--- config.mk ---
export PLATFORM = sky130hd
export DESIGN_NAME = muldiv_iter
export DESIGN_NICKNAME = d
export VERILOG_FILES = /design/src/rtl/muldiv_pkg.sv /design/src/rtl/div_radix2.sv /design/src/rtl/muldiv_iter.sv
export SDC_FILE = /design/constraint.sdc
export NUM_CORES = 2
export LEC_CHECK = 0
export BUFFER_PORTS_ARGS = -buffer_cell sky130_fd_sc_hd__clkbuf_2
export CAP_MARGIN = 20
export CORE_MARGIN = 1
export CORE_UTILIZATION = 57
export CTS_CLUSTER_DIAMETER = 200
export DETAILED_ROUTE_END_ITERATION = 16
export GPL_TIMING_DRIVEN = 1
export PLACE_DENSITY = 0.8
export SYNTH_ARGS = -nofsm -noshare
export SYNTH_HDL_FRONTEND = slang
export SYNTH_HIERARCHICAL = 1
export SYNTH_SLANG_ARGS = --single-unit
--- constraint.sdc ---
create_clock -name clk -period 15.45 [get_ports clk]
set_clock_uncertainty 0.1 [all_clocks]
set_input_delay 1.545 -clock clk [delete_from_list [all_inputs] [get_ports clk]]
set_output_delay 1.545 -clock clk [all_outputs]
set_load 0.005 [all_outputs]
--- src/rtl/muldiv_pkg.sv ---
// Shared definitions for the iterative multiply/divide unit: op codes,
// FSM state encoding and the divide iteration count.
package muldiv_pkg;

  localparam logic [1:0] OP_MULTU = 2'b00;
  localparam logic [1:0] OP_MULT  = 2'b01;
  localparam logic [1:0] OP_DIVU  = 2'b10;
  localparam logic [1:0] OP_DIV   = 2'b11;

  localparam int DIV_CYCLES = 32;

  typedef enum logic [1:0] {
    ST_IDLE = 2'b00,
    ST_MUL  = 2'b01,
    ST_DIV  = 2'b10,
    ST_DONE = 2'b11
  } state_t;

endpackage

--- src/rtl/div_radix2.sv ---
// Unsigned restoring radix-2 divider: one quotient bit per enabled step.
// quotient/remainder show the value the registers will hold after this step.
module div_radix2 #(
  parameter int WIDTH = 32
) (
  input  logic             clk,
  input  logic             rst,
  input  logic             load,
  input  logic             step,
  input  logic [WIDTH-1:0] dividend,
  input  logic [WIDTH-1:0] divisor,
  output logic [WIDTH-1:0] quotient,
  output logic [WIDTH-1:0] remainder
);

  logic [WIDTH-1:0] quo_reg;
  logic [WIDTH-1:0] rem_reg;
  logic [WIDTH-1:0] dsr_reg;

  logic [WIDTH:0]   partial;
  logic [WIDTH:0]   diff;
  logic             fits;
  logic [WIDTH-1:0] quo_next;
  logic [WIDTH-1:0] rem_next;

  // rem_reg < divisor always holds (or divisor is zero and rem never exceeds
  // WIDTH-1 shifted bits), so bit WIDTH of diff is a clean borrow flag.
  always_comb begin
    partial  = {rem_reg, quo_reg[WIDTH-1]};
    diff     = partial - {1'b0, dsr_reg};
    fits     = ~diff[WIDTH];
    quo_next = {quo_reg[WIDTH-2:0], fits};
    rem_next = fits ? diff[WIDTH-1:0] : partial[WIDTH-1:0];
  end

  assign quotient  = step ? quo_next : quo_reg;
  assign remainder = step ? rem_next : rem_reg;

  always_ff @(posedge clk or posedge rst) begin
    if (rst) begin
      quo_reg <= '0;
      rem_reg <= '0;
      dsr_reg <= '0;
    end else if (load) begin
      quo_reg <= dividend;
      rem_reg <= '0;
      dsr_reg <= divisor;
    end else if (step) begin
      quo_reg <= quo_next;
      rem_reg <= rem_next;
    end
  end

endmodule

--- src/rtl/muldiv_iter.sv ---
// Iterative MULT/MULTU/DIV/DIVU unit for the Execute stage; busy freezes the
// pipeline until the registered HI/LO result is presented in DONE.
module muldiv_iter
  import muldiv_pkg::*;
#(
  parameter int WIDTH = 32
) (
  input  logic             clk,
  input  logic             rst,
  input  logic             start_i,
  input  logic [1:0]       op_i,
  input  logic [WIDTH-1:0] a_i,
  input  logic [WIDTH-1:0] b_i,
  input  logic             flush_i,
  input  logic             stall_i,
  output logic             busy_o,
  output logic             valid_o,
  output logic [WIDTH-1:0] hi_o,
  output logic [WIDTH-1:0] lo_o
);

  localparam int CNT_W = $clog2(DIV_CYCLES);
  localparam logic [CNT_W-1:0] CNT_LAST = CNT_W'(DIV_CYCLES - 1);

  state_t           state_reg;
  logic [CNT_W-1:0] cnt_reg;
  logic             mul_signed_reg;
  logic [WIDTH-1:0] a_reg;
  logic [WIDTH-1:0] b_reg;
  logic             neg_q_reg;
  logic             neg_r_reg;
  logic             valid_reg;
  logic [WIDTH-1:0] hi_reg;
  logic [WIDTH-1:0] lo_reg;

  logic               accept;
  logic               div_signed;
  logic               b_zero;
  logic [WIDTH-1:0]   a_mag;
  logic [WIDTH-1:0]   b_mag;
  logic [2*WIDTH-1:0] a_ext;
  logic [2*WIDTH-1:0] b_ext;
  logic [2*WIDTH-1:0] product;
  logic               div_load;
  logic               div_step;
  logic [WIDTH-1:0]   core_q;
  logic [WIDTH-1:0]   core_r;
  logic [WIDTH-1:0]   q_final;
  logic [WIDTH-1:0]   r_final;

  assign accept     = (state_reg == ST_IDLE) & start_i & ~flush_i;
  assign div_signed = (op_i == OP_DIV);
  assign b_zero     = (b_i == '0);
  assign a_mag      = (div_signed & a_i[WIDTH-1]) ? (~a_i + 1'b1) : a_i;
  assign b_mag      = (div_signed & b_i[WIDTH-1]) ? (~b_i + 1'b1) : b_i;

  // Sign-extend only for MULT; the low 2*WIDTH bits of the wide product are
  // then correct for both signed and unsigned operands.
  assign a_ext   = {{WIDTH{mul_signed_reg & a_reg[WIDTH-1]}}, a_reg};
  assign b_ext   = {{WIDTH{mul_signed_reg & b_reg[WIDTH-1]}}, b_reg};
  assign product = a_ext * b_ext;

  assign div_load = accept & op_i[1];
  assign div_step = (state_reg == ST_DIV) & ~flush_i;

  div_radix2 #(
    .WIDTH(WIDTH)
  ) u_div (
    .clk      (clk),
    .rst      (rst),
    .load     (div_load),
    .step     (div_step),
    .dividend (a_mag),
    .divisor  (b_mag),
    .quotient (core_q),
    .remainder(core_r)
  );

  assign q_final = neg_q_reg ? (~core_q + 1'b1) : core_q;
  assign r_final = neg_r_reg ? (~core_r + 1'b1) : core_r;

  always_ff @(posedge clk or posedge rst) begin
    if (rst) begin
      state_reg      <= ST_IDLE;
      cnt_reg        <= '0;
      mul_signed_reg <= 1'b0;
      a_reg          <= '0;
      b_reg          <= '0;
      neg_q_reg      <= 1'b0;
      neg_r_reg      <= 1'b0;
      valid_reg      <= 1'b0;
      hi_reg         <= '0;
      lo_reg         <= '0;
    end else if (flush_i) begin
      state_reg <= ST_IDLE;
      valid_reg <= 1'b0;
      cnt_reg   <= '0;
    end else begin
      case (state_reg)
        ST_IDLE: begin
          if (start_i) begin
            mul_signed_reg <= (op_i == OP_MULT);
            a_reg          <= a_i;
            b_reg          <= b_i;
            // A zero divisor leaves the raw unsigned core result untouched.
            neg_q_reg      <= div_signed & ~b_zero & (a_i[WIDTH-1] ^ b_i[WIDTH-1]);
            neg_r_reg      <= div_signed & ~b_zero & a_i[WIDTH-1];
            cnt_reg        <= '0;
            state_reg      <= op_i[1] ? ST_DIV : ST_MUL;
          end
        end
        ST_MUL: begin
          hi_reg    <= product[2*WIDTH-1:WIDTH];
          lo_reg    <= product[WIDTH-1:0];
          valid_reg <= 1'b1;
          state_reg <= ST_DONE;
        end
        ST_DIV: begin
          cnt_reg <= cnt_reg + 1'b1;
          if (cnt_reg == CNT_LAST) begin
            hi_reg    <= r_final;
            lo_reg    <= q_final;
            valid_reg <= 1'b1;
            state_reg <= ST_DONE;
          end
        end
        ST_DONE: begin
          // start_i is still asserted by the same instruction here; ignore it.
          if (!stall_i) begin
            valid_reg <= 1'b0;
            state_reg <= ST_IDLE;
          end
        end
        default: begin
          state_reg <= ST_IDLE;
          valid_reg <= 1'b0;
        end
      endcase
    end
  end

  assign busy_o  = (state_reg == ST_MUL) | (state_reg == ST_DIV) | accept;
  assign valid_o = valid_reg;
  assign hi_o    = hi_reg;
  assign lo_o    = lo_reg;

endmodule

* Word-level counts from Yosys, hierarchy flattened *
Cells that the tools add are included.

operators by class
  add/subtract/negate cells = 6
  $mul = 1
  equal/unequal tests = 10
  muxes and demuxes = 26
  bitwise logic cells = 21
  reduce and logical (&&, ||, !) cells = 10

operators with widths
  kind                   number
  $mux 32                11
  $add 32x1->32 const B  4
  $not 32->32            4
  $pmux 32 s2            2
  $mul 33x33->64         1
  $sub 33x32->33         1
  $logic_not 32->1       1
  $reduce_and 3->1       4
  $and 1x1->1            11
  $mux 2                 5
  $mux 5                 2
  $pmux 5 s2             1
  $pmux 2 s4             1
  $eq 2x2->1 const B     3
  $ne 3x3->1 const B     2
  $add 5x1->5 const B    1
  $eq 5x5->1 const B     1
  $eq 2x1->1 const B     2
  $reduce_bool 4->1      1
  $mux 1                 3
  $ne 3x2->1 const B     1
  $not 1->1              3
  $pmux 1 s3             1
  $reduce_bool 3->1      1
  other kinds (6)        7

word-level totals
  register bits after elaboration = 235
  bits of input ports = 71

* Longest topological paths before layout *
  depth in word-level cells = 8
  gate-level depth with buffers = 31

* Modules after synthesis *
The synthesis kept the hierarchy.

by module, submodules not included
  module       instances  cells an instance  area an instance (um^2)  sequential area each (um^2)
  muldiv_iter  1          5270               46469.6                  3478.3
  div_radix2   1          799                6989.2                   2402.3

* Worst setup path after synthesis *
No wires, ideal clock.

  path type = reg-to-reg
  from = register a_reg[31]
  to = register hi_reg[31], in the netlist hi_o[31]
  setup time = 0.126 ns
  data arrival time = 7.902 ns
  setup slack = 7.322 ns
  stages on the path, launching flop included = 31
  buffers on the path = 3
  clock period less this slack = 8.128 ns
  cells stage by stage = dfrtp_1 > clkbuf_1 > and2_1 > clkbuf_1 > nand2_1 > inv_1 > fa_1 > inv_1 > fa_1 > inv_1 > fa_1 > fa_1 > inv_1 > fa_1 > inv_1 > fa_1 > inv_1 > fa_1 > fa_1 > inv_1 > ha_1 > clkbuf_1 > nand2_1 > o21ai_0 > inv_1 > or3_1 > o21ai_0 > a21o_1 > o2111ai_1 > mux2i_1 > a221o_1

on the way
  longest elaborated chain between the ends = 3

RTL lines
  what                      line                text
  start: declaration        muldiv_iter.sv:28   logic [WIDTH-1:0] a_reg;
  start signal: assignment  muldiv_iter.sv:103  a_reg <= a_i;
  $and 1x1->1               muldiv_iter.sv:59   assign a_ext = {{WIDTH{mul_signed_reg & a_reg[WIDTH-1]}}, a_reg};
  $mul 33x33->64 (*)        muldiv_iter.sv:61   assign product = a_ext * b_ext;
  $pmux 32 s2 (*)           muldiv_iter.sv:99   case (state_reg)
  end signal: assignment    muldiv_iter.sv:113  hi_reg <= product[2*WIDTH-1:WIDTH];
  end signal: assignment    muldiv_iter.sv:121  hi_reg <= r_final;
  end: declaration          muldiv_iter.sv:33   logic [WIDTH-1:0] hi_reg;

Every way passes the cells marked *; elsewhere a longest branch is shown, timed or not.
A chain may end at the register's enable or synchronous reset.

* Final worst setup path *
  from = register mul_signed_reg
  to = register hi_reg[28], in the netlist hi_o[28]

on the way
  longest elaborated chain between the ends = 3

RTL lines
  what                            line                                  text
  start: declaration              muldiv_iter.sv:27                     logic mul_signed_reg;
  start signal: assignment        muldiv_iter.sv:102                    mul_signed_reg <= (op_i == OP_MULT);
  $and 1x1->1 (on tied branches)  muldiv_iter.sv:59, muldiv_iter.sv:60
  $mul 33x33->64 (*)              muldiv_iter.sv:61
  $pmux 32 s2 (*)                 muldiv_iter.sv:99

Marked as above.

==> impl_metrics.ini <==
[outcome]
status = complete, no violations

[global_route]
antenna_found_initial = 7
grt_pass1_vias = 45695
grt_pass1_wl_um = 248000
grt-ovfl-total = 0
track_usage_pct = 33.7
grt_max_degree = 105

[setup_path]
crit_arrival_ns = 9.95
endpoint_kind = flop
crit_type = flop to flop
cp_max_fo = 22
crit_required_ns = 15.84
start_kind = flop

[sta]
fmax_mhz = 105
whs_ns = 0.376
slew_viol_final = 0
rsz0062_at_grt = false
finalSetupViolCount = 0
hold_viol_final = 0
finalCritPeriodShare_pct = 61.9
min_period_ns = 9.56
slew_headroom_pct = 27.2
tightest_slew_ns = 1.09
fin_setup_tns_ns = 0

[finish]
stdcell_area_mm2 = 0.0559
layout_common_cells = inv_1, fa_1, nand2_1
finalNetCount = 7413
fill_cells = 7723
final_common_cell = inv_1
utilization_pct = 60.6
area_delta_synth_final_pct = 4.50
drive_gt1_share_pct = 6.57

[drt]
drt-total-wl_um = 153000
num_vias = 42326
ant_nets = 0
dr.pass1.iters = 7
drt_iter0_markers = 3832
drc_errors = 0
wl_per_cell_um = 21.1
viasPerCell = 5.86

[die]
design.core.area_mm2 = 0.0922
die_w_um = 308
io_pins = 137
num_rows = 111
fp.dieH_um = 308
die_area_mm2 = 0.0950
initial_core_util_pct = 58.0

[clock_tree]
clkSinkCount = 235
path_clk_slew_ns = 0.07
clk_latency_ns = 0.55
cts_root_buf = clkbuf_16
cts_tree = done
cts_hold_buf = 0
cts_made_buffers = 27
clock_path_buffers = 3
cts_repair_resize_count = 0
htree_levels = 1
post_cts_buffers = 0

[yosys]
synth_area_per_cell_um2 = 8.81
synth_seq_area_share_pct = 11.0
synth_cells = 6069
syn-num-nets = 7521
netlist_area_mm2 = 0.0535
synth-async-reset-ratio_pct = 100
ys_ff_latch = 235
synth_cell_types = 86
synth-edff-count = 0
synth_ff_type = dfrtp_1
ys_warn_count = 6

[placement]
place.gp.congestion = 0.984
hpwlAfterDp_um = 118000
dpl-instance-area_mm2 = 0.0549
io_buffers = 136

[flow_run]
drv_cap = 0

[hold_path]
hp-class = flop to flop
==> synthesized netlist by cell type (11+ instances only) <==
cell type	instances	share of area, %
inv_1	1199	8.4
fa_1	1126	42
nand2_1	1119	7.9
and2_1	350	4.1
clkbuf_1	318	2.2
ha_1	255	6.0
dfrtp_1	235	11
o21ai_0	213	2.0
nor2_1	171	1.2
a21oi_1	161	1.5
xnor2_1	142	2.3
xor2_1	75	1.2
mux2_2	64	1.3
nand3_1	46	0.43
a21o_1	34	0.48
a311oi_1	33	0.54
or2_2	33	0.39
and3_1	32	0.37
nand4_1	31	0.36
a31oi_1	28	0.33
nand2b_1	26	0.30
nor3_1	26	0.24
nor4_1	25	0.29
o211ai_1	25	0.35
o31ai_1	24	0.34
nor2b_1	22	0.26
o41ai_1	21	0.34
a211oi_1	19	0.27
o21a_1	17	0.24
o21bai_1	17	0.24
or3_1	17	0.20
buf_1	15	0.11
or4_1	15	0.21
mux2i_1	11	0.21
==> critical path, cell delays in order, from the launching register on <==
cell and delay, ns:
dfrtp_1 0.83, and2_1 0.56, nand2_1 0.23, inv_1 0.15
fa_1 0.39, inv_1 0.23, fa_1 0.50, inv_1 0.20
fa_1 0.49, fa_1 0.92, inv_1 0.42, fa_1 0.59
inv_1 0.05, fa_1 0.53, inv_1 0.05, fa_1 0.45
fa_1 0.50, inv_1 0.04, ha_1 0.41, nand4_1 0.16
a2111oi_0 0.67, o21ai_1 0.30, a211oi_1 0.33, mux2i_1 0.23
o22a_1 0.15
==> area by class of cell <==
cell class	count	area [um^2]	share of cell area, %
flip-flops and latches	235	5880	10.5
clock buffers	38	777	1.39
inverters	1199	4510	8.07
repair buffers	214	1300	2.32
multi-input cells	4284	41700	74.7
diodes	6	15.0	0.0269
clock inverters	9	109	0.195
well taps	1243	1560	2.78
==> routing by layer <==
metal	track usage [%]	part of all wire (%)
met5	0	0.019
met4	18.4	6.3
met3	6.77	9.6
met2	53.7	47
met1	43.3	37
==> cells by family (layout without fill, tap and decap cells) <==
| family | after synthesis | count (layout) | synth area share [%] |
|---|---|---|---|
| flops | 235 | 235 | 11.0 |
| buf+inv | 1550 | 1460 | 11.0 |
| compound gates | 667 | 667 | 7.97 |
| mux | 75 | 75 | 1.55 |
| xor+xnor | 217 | 217 | 3.56 |
| other cells | 0 | 6 | 0 |
| simple gates | 1944 | 1944 | 16.8 |
| fa+ha+maj | 1381 | 1381 | 48.1 |
==> path summary, 6_finish.rpt <==
check | from | end | slack (ns) | depth (start not counted)
hold reg to reg | a_reg[7] | a_reg[7] | 0.38 | 2
max in group asynchronous | rst | b_reg[20] | 12.79 | 3
min in group asynchronous | rst | u_div/dsr_reg[22] | 0.97 | 2
setup reg to reg | mul_signed_reg | hi_o[28] | 5.89 | 24
hold / removal | a_reg[7] | a_reg[7] | 0.38 | 2
setup / recovery | mul_signed_reg | hi_o[28] | 5.89 | 24
==> per-stage QoR <==
stage | worst slack, ns | std cells
2_1_floorplan | 7.32 | 6069
3_3_place_gp | 6.32 | 7173
3_5_place_dp | 6.17 | 7174
4_1_cts | 6.12 | 7221
5_1_grt | 5.40 | 7226
6_report | 5.89 | 7228
Power is left out: the tool's default activity adds up to more than one toggle a clock period on the data nets, which glitch-free logic cannot reach.
